==> src/rtl/CPU_FPU_Pkg.sv <==
// Shared FPU definitions: binary32 field widths, exponent bias and the packed float word.
package CPU_FPU_Pkg;

    localparam int FLOAT_BIAS   = 127;
    localparam int FLOAT_EXP_W  = 8;
    localparam int FLOAT_MANT_W = 23;

    typedef struct packed {
        logic                    sign;
        logic [FLOAT_EXP_W-1:0]  exp;
        logic [FLOAT_MANT_W-1:0] mant;
    } float32_t;

endpackage

==> src/rtl/cpu_fpu_lzc32.sv <==
// 32-bit leading-zero counter; purely combinational, returns 32 for an all-zero input.
module cpu_fpu_lzc32 (
    input  logic [31:0] a_i,
    output logic [5:0]  cnt_o
);

    always_comb begin
        cnt_o = 6'd32;
        // Ascending scan so the most significant set bit wins.
        for (int i = 0; i < 32; i++) begin
            if (a_i[i]) begin
                cnt_o = 6'(31 - i);
            end
        end
    end

endmodule

==> src/rtl/cpu_fpu_float.sv <==
// FCVT.S.W / FCVT.S.WU: iterative int32/uint32 to binary32 conversion, round-to-nearest-even.
// Request/ready handshake: o_ready is held in PUT_Z until i_request drops.
module cpu_fpu_float
    import CPU_FPU_Pkg::*;
#(
    parameter bit FAST_NORMALIZE = 1'b0
) (
    input  logic        i_clock,
    input  logic        i_reset,
    input  logic        i_request,
    input  logic [31:0] i_op1,
    input  logic        i_signed,
    output logic        o_ready,
    output logic [31:0] o_result
);

    typedef enum logic [2:0] {
        IDLE      = 3'd0,
        CHECK     = 3'd1,
        NORMALIZE = 3'd2,
        ROUND     = 3'd3,
        PUT_Z     = 3'd4
    } state_t;

    localparam logic [FLOAT_EXP_W-1:0] EXP_INIT = FLOAT_EXP_W'(FLOAT_BIAS + 31);

    state_t                 state_q, state_d;
    logic                   sign_q, sign_d;
    logic [31:0]            mag_q, mag_d;
    logic [FLOAT_EXP_W-1:0] exp_q, exp_d;
    float32_t               z_q, z_d;
    logic                   ready_q, ready_d;
    logic [31:0]            result_q, result_d;

    logic [5:0]             lzc_cnt;
    logic                   round_up;
    logic [FLOAT_MANT_W:0]  mant_sum;

    generate
        if (FAST_NORMALIZE) begin : g_lzc
            cpu_fpu_lzc32 u_lzc (
                .a_i   (mag_q),
                .cnt_o (lzc_cnt)
            );
        end else begin : g_no_lzc
            assign lzc_cnt = 6'd0;
        end
    endgenerate

    // Guard is the first dropped bit; ties go to the even mantissa.
    assign round_up = mag_q[7] & ((|mag_q[6:0]) | mag_q[8]);
    assign mant_sum = {1'b0, mag_q[30:8]} + {{FLOAT_MANT_W{1'b0}}, round_up};

    always_comb begin
        state_d  = state_q;
        sign_d   = sign_q;
        mag_d    = mag_q;
        exp_d    = exp_q;
        z_d      = z_q;
        ready_d  = ready_q;
        result_d = result_q;
        case (state_q)
            IDLE: begin
                ready_d = 1'b0;
                if (i_request) begin
                    sign_d  = i_signed & i_op1[31];
                    mag_d   = (i_signed & i_op1[31]) ? (~i_op1 + 32'd1) : i_op1;
                    state_d = CHECK;
                end
            end
            CHECK: begin
                if (mag_q == 32'd0) begin
                    z_d     = '0;
                    state_d = PUT_Z;
                end else begin
                    exp_d   = EXP_INIT;
                    state_d = NORMALIZE;
                end
            end
            NORMALIZE: begin
                if (FAST_NORMALIZE) begin
                    mag_d   = mag_q << lzc_cnt;
                    exp_d   = exp_q - {2'b00, lzc_cnt};
                    state_d = ROUND;
                end else if (mag_q[31]) begin
                    state_d = ROUND;
                end else begin
                    mag_d = mag_q << 1;
                    exp_d = exp_q - 8'd1;
                end
            end
            ROUND: begin
                z_d.sign = sign_q;
                // A carry out of the mantissa leaves it zero and bumps the exponent.
                z_d.exp  = mant_sum[FLOAT_MANT_W] ? exp_q + 8'd1 : exp_q;
                z_d.mant = mant_sum[FLOAT_MANT_W-1:0];
                state_d  = PUT_Z;
            end
            PUT_Z: begin
                result_d = z_q;
                if (i_request) begin
                    ready_d = 1'b1;
                end else begin
                    ready_d = 1'b0;
                    state_d = IDLE;
                end
            end
            default: begin
                state_d = IDLE;
            end
        endcase
    end

    always_ff @(posedge i_clock or negedge i_reset) begin
        if (!i_reset) begin
            state_q  <= IDLE;
            sign_q   <= 1'b0;
            mag_q    <= '0;
            exp_q    <= '0;
            z_q      <= '0;
            ready_q  <= 1'b0;
            result_q <= '0;
        end else begin
            state_q  <= state_d;
            sign_q   <= sign_d;
            mag_q    <= mag_d;
            exp_q    <= exp_d;
            z_q      <= z_d;
            ready_q  <= ready_d;
            result_q <= result_d;
        end
    end

    assign o_ready  = ready_q;
    assign o_result = result_q;

endmodule

==> config.mk <==
export PLATFORM = sky130hd
export DESIGN_NAME = cpu_fpu_float
export DESIGN_NICKNAME = d
export VERILOG_FILES = /design/src/rtl/CPU_FPU_Pkg.sv /design/src/rtl/cpu_fpu_lzc32.sv /design/src/rtl/cpu_fpu_float.sv
export SDC_FILE = /design/constraint.sdc
export NUM_CORES = 1
export LEC_CHECK = 0
export ABC_AREA = 1
export BUFFER_PORTS_ARGS = -buffer_cell sky130_fd_sc_hd__buf_4
export CAP_MARGIN = 20
export CORE_MARGIN = 2
export CORE_UTILIZATION = 60
export DETAILED_ROUTE_END_ITERATION = 10
export PLACE_DENSITY = 0.92
export SYNTH_ARGS = -nofsm -noshare
export SYNTH_HDL_FRONTEND = slang
export SYNTH_SLANG_ARGS = --single-unit
==> constraint.sdc <==
create_clock -name i_clock -period 4.25 [get_ports i_clock]
set_clock_uncertainty 0.1 [all_clocks]
set_input_delay 0.85 -clock i_clock [delete_from_list [all_inputs] [get_ports i_clock]]
set_output_delay 0.85 -clock i_clock [all_outputs]
set_load 0.02 [all_outputs]
=== Yosys cells after proc, flatten, opt, wreduce, memory -nomap -nowiden ===
Cells that the tools add are included.

* Bitwise gates (word level): 4
* Reductions and logical operators: 13
* Mux-type cells: 17
* Add/subtract/negate cells: 4
* Eq/ne operators: 10

{| class="wikitable"
|+ Operators by type and width
! operator !! count
|-
| $mux 32 || 4
|-
| $pmux 32 s2 || 2
|-
| $add 32x1->32 const B || 1
|-
| $logic_not 32->1 || 1
|-
| $not 32->32 || 1
|-
| $add 23x1->24 || 1
|-
| $mux 8 || 3
|-
| $pmux 8 s2 || 1
|-
| $pmux 3 s5 || 1
|-
| $mux 3 || 4
|-
| $ne 2x2->1 const B || 6
|-
| $reduce_and 3->1 || 3
|-
| $add 8x1->8 const B || 1
|-
| $reduce_bool 2->1 || 4
|-
| $sub 8x1->8 const B || 1
|-
| $reduce_or 7->1 || 1
|-
| $eq 3x2->1 const B || 2
|-
| $reduce_and 2->1 || 3
|-
| $eq 3x1->1 const B || 1
|-
| $eq 3x3->1 const B || 1
|-
| $logic_not 3->1 || 1
|-
| $and 1x1->1 || 2
|-
| $pmux 1 s2 || 1
|-
| $mux 1 || 1
|-
| $or 1x1->1 || 1
|}

* Flip-flop bits (word level): 109
* Output and inout port bits: 33
* Input bits: 36

=== Logic depth before layout (Yosys ltp) ===
Gate-level depths: netlist of the first run.

* Word-level depth: 6
* Mapped depth: 11

=== Least setup slack after synthesis of the first run ===
OpenSTA, ideal clock, no wires.

* Path kind: input port to flip-flop
* Start point: in i_op1[0]
* End point: reg mag_q[26]
* Stages on the path: 10
* Data arrival time: 1949 ps
* Library setup time: 77 ps
* Path slack: 2123 ps
* Path buffers: 0
* Path through: inv_1 -> ha_1 -> nand3_1 -> nor2_1 -> nand2_1 -> nand2_1 -> nand2_1 -> nand2_1 -> nand3_1 -> a21oi_1

* Word-level cells in the longest chain between the ends: 5

{| class="wikitable"
|+ RTL lines
! what !! line !! text
|-
| start, declared || cpu_fpu_float.sv:11 || <nowiki>input logic [31:0] i_op1,</nowiki>
|-
| $not 32->32 || cpu_fpu_float.sv:67 || <nowiki>mag_d = (i_signed & i_op1[31]) ? (~i_op1 + 32'd1) : i_op1;</nowiki>
|-
| $add 32x1->32 || cpu_fpu_float.sv:67 ||
|-
| $mux 32 || cpu_fpu_float.sv:67 ||
|-
| $mux 32 || cpu_fpu_float.sv:65 || <nowiki>if (i_request) begin</nowiki>
|-
| $pmux 32 s2 || cpu_fpu_float.sv:62 || <nowiki>case (state_q)</nowiki>
|-
| end signal, assigned || cpu_fpu_float.sv:126 || <nowiki>mag_q <= mag_d;</nowiki>
|-
| end, declared || cpu_fpu_float.sv:29 || <nowiki>logic [31:0] mag_q, mag_d;</nowiki>
|}

No other way between the ends. The select of a mux whose other input is x is not followed.
A chain may end at the register's enable or synchronous reset.

=== Worst setup path in the final report of the first run ===
* Start point: reg state_q[1]
* End point: reg z_q[18] (netlist bit)

* Word-level cells in the longest chain between the ends: 3

{| class="wikitable"
|+ RTL lines
! what !! line !! text
|-
| start, declared || cpu_fpu_float.sv:27 || <nowiki>state_t state_q, state_d;</nowiki>
|-
| start signal, assigned || cpu_fpu_float.sv:124 || <nowiki>state_q <= state_d;</nowiki>
|-
| $eq 3x1->1 or $eq 3x2->1 (tied branches) || cpu_fpu_float.sv:62 ||
|-
| $ne 2x2->1 (no line) or $reduce_bool 2->1 (tied branches) || - ||
|-
| $reduce_and 2->1 (no line) || - ||
|-
| end signal, assigned || cpu_fpu_float.sv:128 || <nowiki>z_q <= z_d;</nowiki>
|-
| end, declared || cpu_fpu_float.sv:31 || <nowiki>float32_t z_q, z_d;</nowiki>
|}

Parallel ways exist; a longest one is shown, timed or not.

==> metrics.md, run 1 <==
| Metric | Value |
|---|---|
| Mapped Avg Cell Area | `7.20 um^2` |
| Root buf cell | `clkbuf_8` |
| Place WS | `1540 ps` |
| Fin crit share | `60.1%` |
| Final min period | `2550 ps` |
| Unrepaired setup endpoints after global routing | `no` |
| WL per Instance | `14.2 um` |
| Worst setup EP type | `register` |
| Max Cap Violations | `0` |
| Remaining DRCs | `0` |
| R2R Path End | `z_q[18]$_DFFE_PN0P_` |
| Crit-path cells | `inv_1, nor3_4, buf_4, inv_2, nand2_1, inv_1, nand2_1, nand2_1` |
| Vias per cell | `5.59` |
| Post-DP HPWL | `11,500 um` |
| YS warnings | `0` |
| R2R Path Start | `state_q[1]$_DFFE_PN0P_` |
| Hold wc startpoint | `z_q[30]$_DFFE_PN0P_` |
| Setup crit start | `state_q[1]$_DFFE_PN0P_` |
| # diodes | `0` |
| Mapped Area | `6290 um^2` |
| PwrDens | `687 nW/um^2` |
| CP Max Fanout | `26` |
| Die height | `106 um` |
| Flop2flop setup slack | `1700 ps` |
| Buffers on Ports | `68` |
| Clock sinks | `109` |
| Initial Util | `61.5%` |
| Synthesis-to-finish area growth | `12.6%` |
| PostCTS Resize Cnt | `0` |
| Actual slew at the worst max-slew pin | `889 ps` |
| Starting DRT DRC Count | `631` |
| H-tree level count | `3` |
| Commonest non-fill, non-tap cell in the layout | `nand2_1` |
| Outcome | `completed` |
| Row cnt | `37` |
| Synth Net Count | `913` |
| Post-synth cell types | `37` |
| Yosys reg bits | `109` |
| HP Class | `reg -> reg` |
| Layout cells sized above 1 | `12.1%` |
| TritonCTS Buffers | `9` |
| TNS Setup | `0 ps` |
| Worst Slack Setup Final | `1700 ps` |
| Pin count of the biggest net entering global routing | `66` |
| Gr ovfl total | `0` |
| First-pass DRT Iterations | `6` |
| Aggregate global-route resource usage | `28.4%` |
| Final wirelength | `15,200 um` |
| Final Wtd Congestion | `0.943` |
| Clock Latency Late Sink | `390 ps` |
| Gate Count Post-Synth | `873` |
| Setup crit end | `z_q[18]$_DFFE_PN0P_` |
| Vias in the first global route | `5,427` |
| First-pass GRT wire length | `25,800 um` |
| DIE AREA | `11,300 um^2` |
| TritonCTS clock tree | `yes` |
| Die width | `106 um` |
| Worst path max stage delay | `550 ps` |
| CTS max path bufs | `2` |
| Worst setup SP type | `register` |
| Clk slew on worst S/H paths | `110 ps` |
| Most frequent cells in the layout | `nand2_1 (215), dfrtp_1 (109), inv_1 (104)` |
| Maximum clock rate | `391 MHz` |
| CP dominant cell by count | `nand2_1` |
| Crit path DAT | `2720 ps` |
| Crit path kind | `reg -> reg` |
| CP required | `4420 ps` |
| Fin. Hold Viols | `0` |
| Max Slew Vio Count | `0` |
| Hold buffer count at CTS | `0` |
| Slew headroom | `40.7%` |
| Post-CTS setup repair buffer count | `0` |
| Final setup viols | `0` |
| CP max stage cell | `nand2_1` |
| Sequential share of the synthesized area | `43.4%` |
| Core Region | `10,200 um^2` |
| Reg2reg path depth | `8` |
| Layout Nets | `972` |
| Initial antenna violation count | `0` |
| Leakage Power | `0.00357 uW` |
| Max VDD drop | `0.000319 V` |
| Hold_ws | `379 ps` |
| Final ANT Viol Nets | `0` |
| IO Count | `69` |
| Routed vias | `5,995` |
## Yosys cell counts
library cell	n	share of area, %
a2111oi_0	1	0.14
a21o_1	1	0.12
a21oi_1	56	4.5
a22oi_1	16	1.9
and2_1	1	0.10
buf_2	9	0.72
buf_4	1	0.12
buf_6	2	0.36
clkbuf_1	15	0.90
clkinv_1	1	0.060
dfrtp_1	109	43
ha_1	4	0.80
inv_1	104	6.2
inv_2	7	0.42
nand2_1	215	13
nand2_2	1	0.10
nand2_4	2	0.36
nand3_1	94	7.5
nand3_2	2	0.32
nand3b_1	5	0.60
nand4_1	15	1.5
nor2_1	91	5.4
nor2_2	2	0.20
nor2_4	1	0.18
nor3_1	2	0.16
nor3_2	2	0.32
nor3_4	4	1.0
nor4_1	1	0.10
o211ai_1	6	0.72
o21a_1	1	0.12
o21ai_0	83	6.6
o21ai_1	1	0.079
o21bai_1	2	0.24
o22ai_1	4	0.40
or2_2	2	0.20
xnor2_1	1	0.14
xor2_1	9	1.3
## metrics by stage
| step | utilization, % | cells | area, um^2 | power (uW) |
|---|---|---|---|---|
| floorplan | - | 873 | 6290 | 3520 |
| global placement | 67.4 | 1057 | 6890 | 4150 |
| detailed placement | 67.4 | 1057 | 6890 | 4250 |
| CTS | 69.2 | 1073 | 7080 | 4850 |
| global route | 69.2 | 1073 | 7080 | 5270 |
| finish | 69.2 | 1073 | 7080 | 4860 |
## area by class of cell
type	instances	area (um^2)
repair buffers	75	563
inverters	112	420
well taps	136	170
clock inverters	5	47.5
multi-input cells	625	3010
flip-flops and latches	109	2730
fillers	850	3150
clock buffers	11	141
## how the worst min path moves through the flow
stage	end	cells after the start
after floorplan	o_result[18]$_DFFE_PN0N_	2
after CTS	o_result[30]$_DFFE_PN0N_	2
after global placement	o_result[30]$_DFFE_PN0N_	2
after detailed placement	o_result[30]$_DFFE_PN0N_	2
final	o_result[30]$_DFFE_PN0N_	2
after global routing	o_result[30]$_DFFE_PN0N_	2
## worst max-delay path: cells and delay by family, from the launching register on
kind	cells	cell delay, ps
DFF	1	460
buffers and inverters	4	940
and+or+nand+nor	4	920
## logic make-up after synthesis
family          synth area share [%]
compound gates                  14.8
xor+xnor                        1.39
fa+ha+maj                      0.796
buf+inv                         8.77
flops                           43.4
simple gates                    30.9
## metal layers
| metal | global-route usage [%] | vias to the layer above | wire length [um] |
|---|---|---|---|
| met5 | 0 | - | 0 |
| met4 | 8.18 | 0 | 252 |
| met1 | 42.1 | 2763 | 7200 |
| li1 | - | 2989 | - |
| met3 | 2.82 | 23 | 845 |
| met2 | 44.4 | 220 | 6950 |
## state kept, by name, summed over array words and instances, names as in the netlist
name / flops
exp_q: 8
mag_q: 32
o_ready: 1
o_result: 32
sign_q: 1
state_q: 3
z_q: 32
## report_power, final
group / leakage [uW] / switching, uW / internal (uW)
combinational: 0.00214 / 1520 / 814
sequential: 0.00133 / 391 / 1530
clock: 0.0000962 / 366 / 237
total: 0.00357 / 2280 / 2590
No activity file was read; power rests on OpenSTA's default activity.
==> run 2, diff against run 1 <==
- CORE_UTILIZATION: 60 -> 59
- PLACE_DENSITY: 0.92 -> 0.91
- clock period: 4.25 -> 2.4 ns (I/O delays scaled with it)
==> metrics.md, run 2 (synthesized netlist as in run 1, its figures left out) <==
| Metric | Value |
|---|---|
| Commonest non-fill, non-tap cell in the layout | `nand2_1` |
| Final setup viols | `0` |
| Fillers | `866` |
| Die height | `107 um` |
| Aggregate global-route resource usage | `27.3%` |
| First-pass DRT Iterations | `5` |
| Final min period | `2140 ps` |
| DIE AREA | `11,500 um^2` |
| # diodes | `0` |
| Layout Nets | `976` |
| Setup crit start | `state_q[2]$_DFFE_PN0P_` |
| Root buf cell | `clkbuf_8` |
| Max Slew Vio Count | `0` |
| Fin. Hold Viols | `0` |
| Starting DRT DRC Count | `505` |
| Outcome | `completed` |
| Unrepaired setup endpoints after global routing | `no` |
| Worst setup EP type | `register` |
| Post-CTS setup repair buffer count | `0` |
| R2R Path Start | `state_q[2]$_DFFE_PN0P_` |
| Max VDD drop | `0.000643 V` |
| Slew headroom | `61.6%` |
| Hold wc startpoint | `i_request` |
| Actual slew at the worst max-slew pin | `575 ps` |
| Worst setup SP type | `register` |
| H-tree level count | `3` |
| Fin crit share | `89.2%` |
| Clock sinks | `109` |
| Setup crit end | `exp_q[5]$_DFFE_PN0P_` |
| TNS Setup | `0 ps` |
| Clk slew on worst S/H paths | `110 ps` |
| CP Max Fanout | `36` |
| Leakage Power | `0.00359 uW` |
| Maximum clock rate | `467 MHz` |
| Core Region | `10,300 um^2` |
| Initial Util | `60.9%` |
| Final core utilization | `69.1%` |
| Final Wtd Congestion | `0.952` |
| Final wirelength | `14,900 um` |
| Final ANT Viol Nets | `0` |
| Remaining DRCs | `0` |
| Total power | `8630 uW` |
| HP Class | `in -> reg` |
| DP Area | `6940 um^2` |
| Die width | `107 um` |
| Gr ovfl total | `0` |
| Crit path DAT | `2300 ps` |
| Routed vias | `5,965` |
| PwrDens | `1210 nW/um^2` |
| Initial antenna violation count | `0` |
| Vias per cell | `5.54` |
| Flop2flop setup slack | `260 ps` |
| First-pass GRT wire length | `25,100 um` |
| Vias in the first global route | `5,334` |
| TritonCTS Buffers | `9` |
| Final instance area | `7140 um^2` |
| Row cnt | `37` |
| Synthesis-to-finish area growth | `13.4%` |
| WL per Instance | `13.8 um` |
| Max Cap Violations | `0` |
| CP required | `2570 ps` |
| IO Count | `69` |
| CTS max path bufs | `2` |
| Layout cells sized above 1 | `12.4%` |
| R2R Path End | `exp_q[5]$_DFFE_PN0P_` |
| TritonCTS clock tree | `yes` |
| Most frequent cells in the layout | `nand2_1 (215), dfrtp_1 (109), inv_1 (104)` |
| Reg2reg path depth | `10` |
| Pin count of the biggest net entering global routing | `58` |
| Buffers on Ports | `68` |
| Post-DP HPWL | `11,200 um` |
| Crit path kind | `reg -> reg` |
| Clock Latency Late Sink | `380 ps` |
[run 2: cell count changes in the layout (fill, tap and decap cells not counted), sizes merged]
| cell | before | now |
|---|---|---|
| buf | 75 | 78 |
| inv | 111 | 116 |
| dlygate4sd3 | 0 | 1 |
| clkbuf | 11 | 10 |
| clkinv | 6 | 2 |
[run 2: metal layers]
metal	vias to the layer above	GRT usage (%)	share of wire [%]
met2	221	42.7	45
met3	18	3.03	6.4
li1	2989	-	-
met1	2737	40.1	47
met4	0	8.44	1.5
met5	-	0	0
[run 2: stage by stage]
stage | hold WS, ps | worst slack (ps) | cells
2_1_floorplan | 84.4 | 643 | 873
3_3_place_gp | 352 | 178 | 1060
3_5_place_dp | 358 | 133 | 1060
4_1_cts | 228 | 225 | 1077
5_1_grt | 242 | 38.1 | 1077
6_report | 235 | 260 | 1077
[run 2: worst max-delay path, cell delays in order (launching register included)]
cell	delay (ps)
dfrtp_1	450
inv_2	70
nand3_2	80
buf_4	360
inv_1	210
o21ai_0	190
inv_1	50
nand2_1	200
inv_2	130
nand2_1	90
o21ai_0	80
[run 2: layout make-up]
| class | count | area [um^2] | share of cell area, % |
|---|---|---|---|
| flip-flops and latches | 109 | 2730 | 38.2 |
| multi-input cells | 625 | 3020 | 42.3 |
| repair buffers | 79 | 621 | 8.70 |
| well taps | 136 | 170 | 2.38 |
| inverters | 112 | 420 | 5.89 |
| clock inverters | 6 | 51.3 | 0.719 |
| clock buffers | 10 | 128 | 1.79 |
[run 2: what timing repair did]
action / in CTS / in global routing
hold endpoints to repair: 23 / 0
setup endpoints to repair: 0 / 12
hold buffers: 1 / 0
gates resized for setup: 0 / 2
[run 2: power by group]
| group | internal [uW] | switching (uW) |
|---|---|---|
| sequential | 2720 | 678 |
| clock | 399 | 648 |
| combinational | 1480 | 2710 |
| total | 4600 | 4030 |
[run 2: how the worst min path moves through the flow]
stage	endpoint	depth (start not counted)
2_1_floorplan	exp_q[0]$_DFFE_PN0P_	0
3_3_place_gp	o_result[30]$_DFFE_PN0N_	2
3_5_place_dp	o_result[27]$_DFFE_PN0N_	2
4_1_cts	o_ready$_DFFE_PN0P_	3
5_1_grt	o_ready$_DFFE_PN0P_	3
6_report	o_ready$_DFFE_PN0P_	3
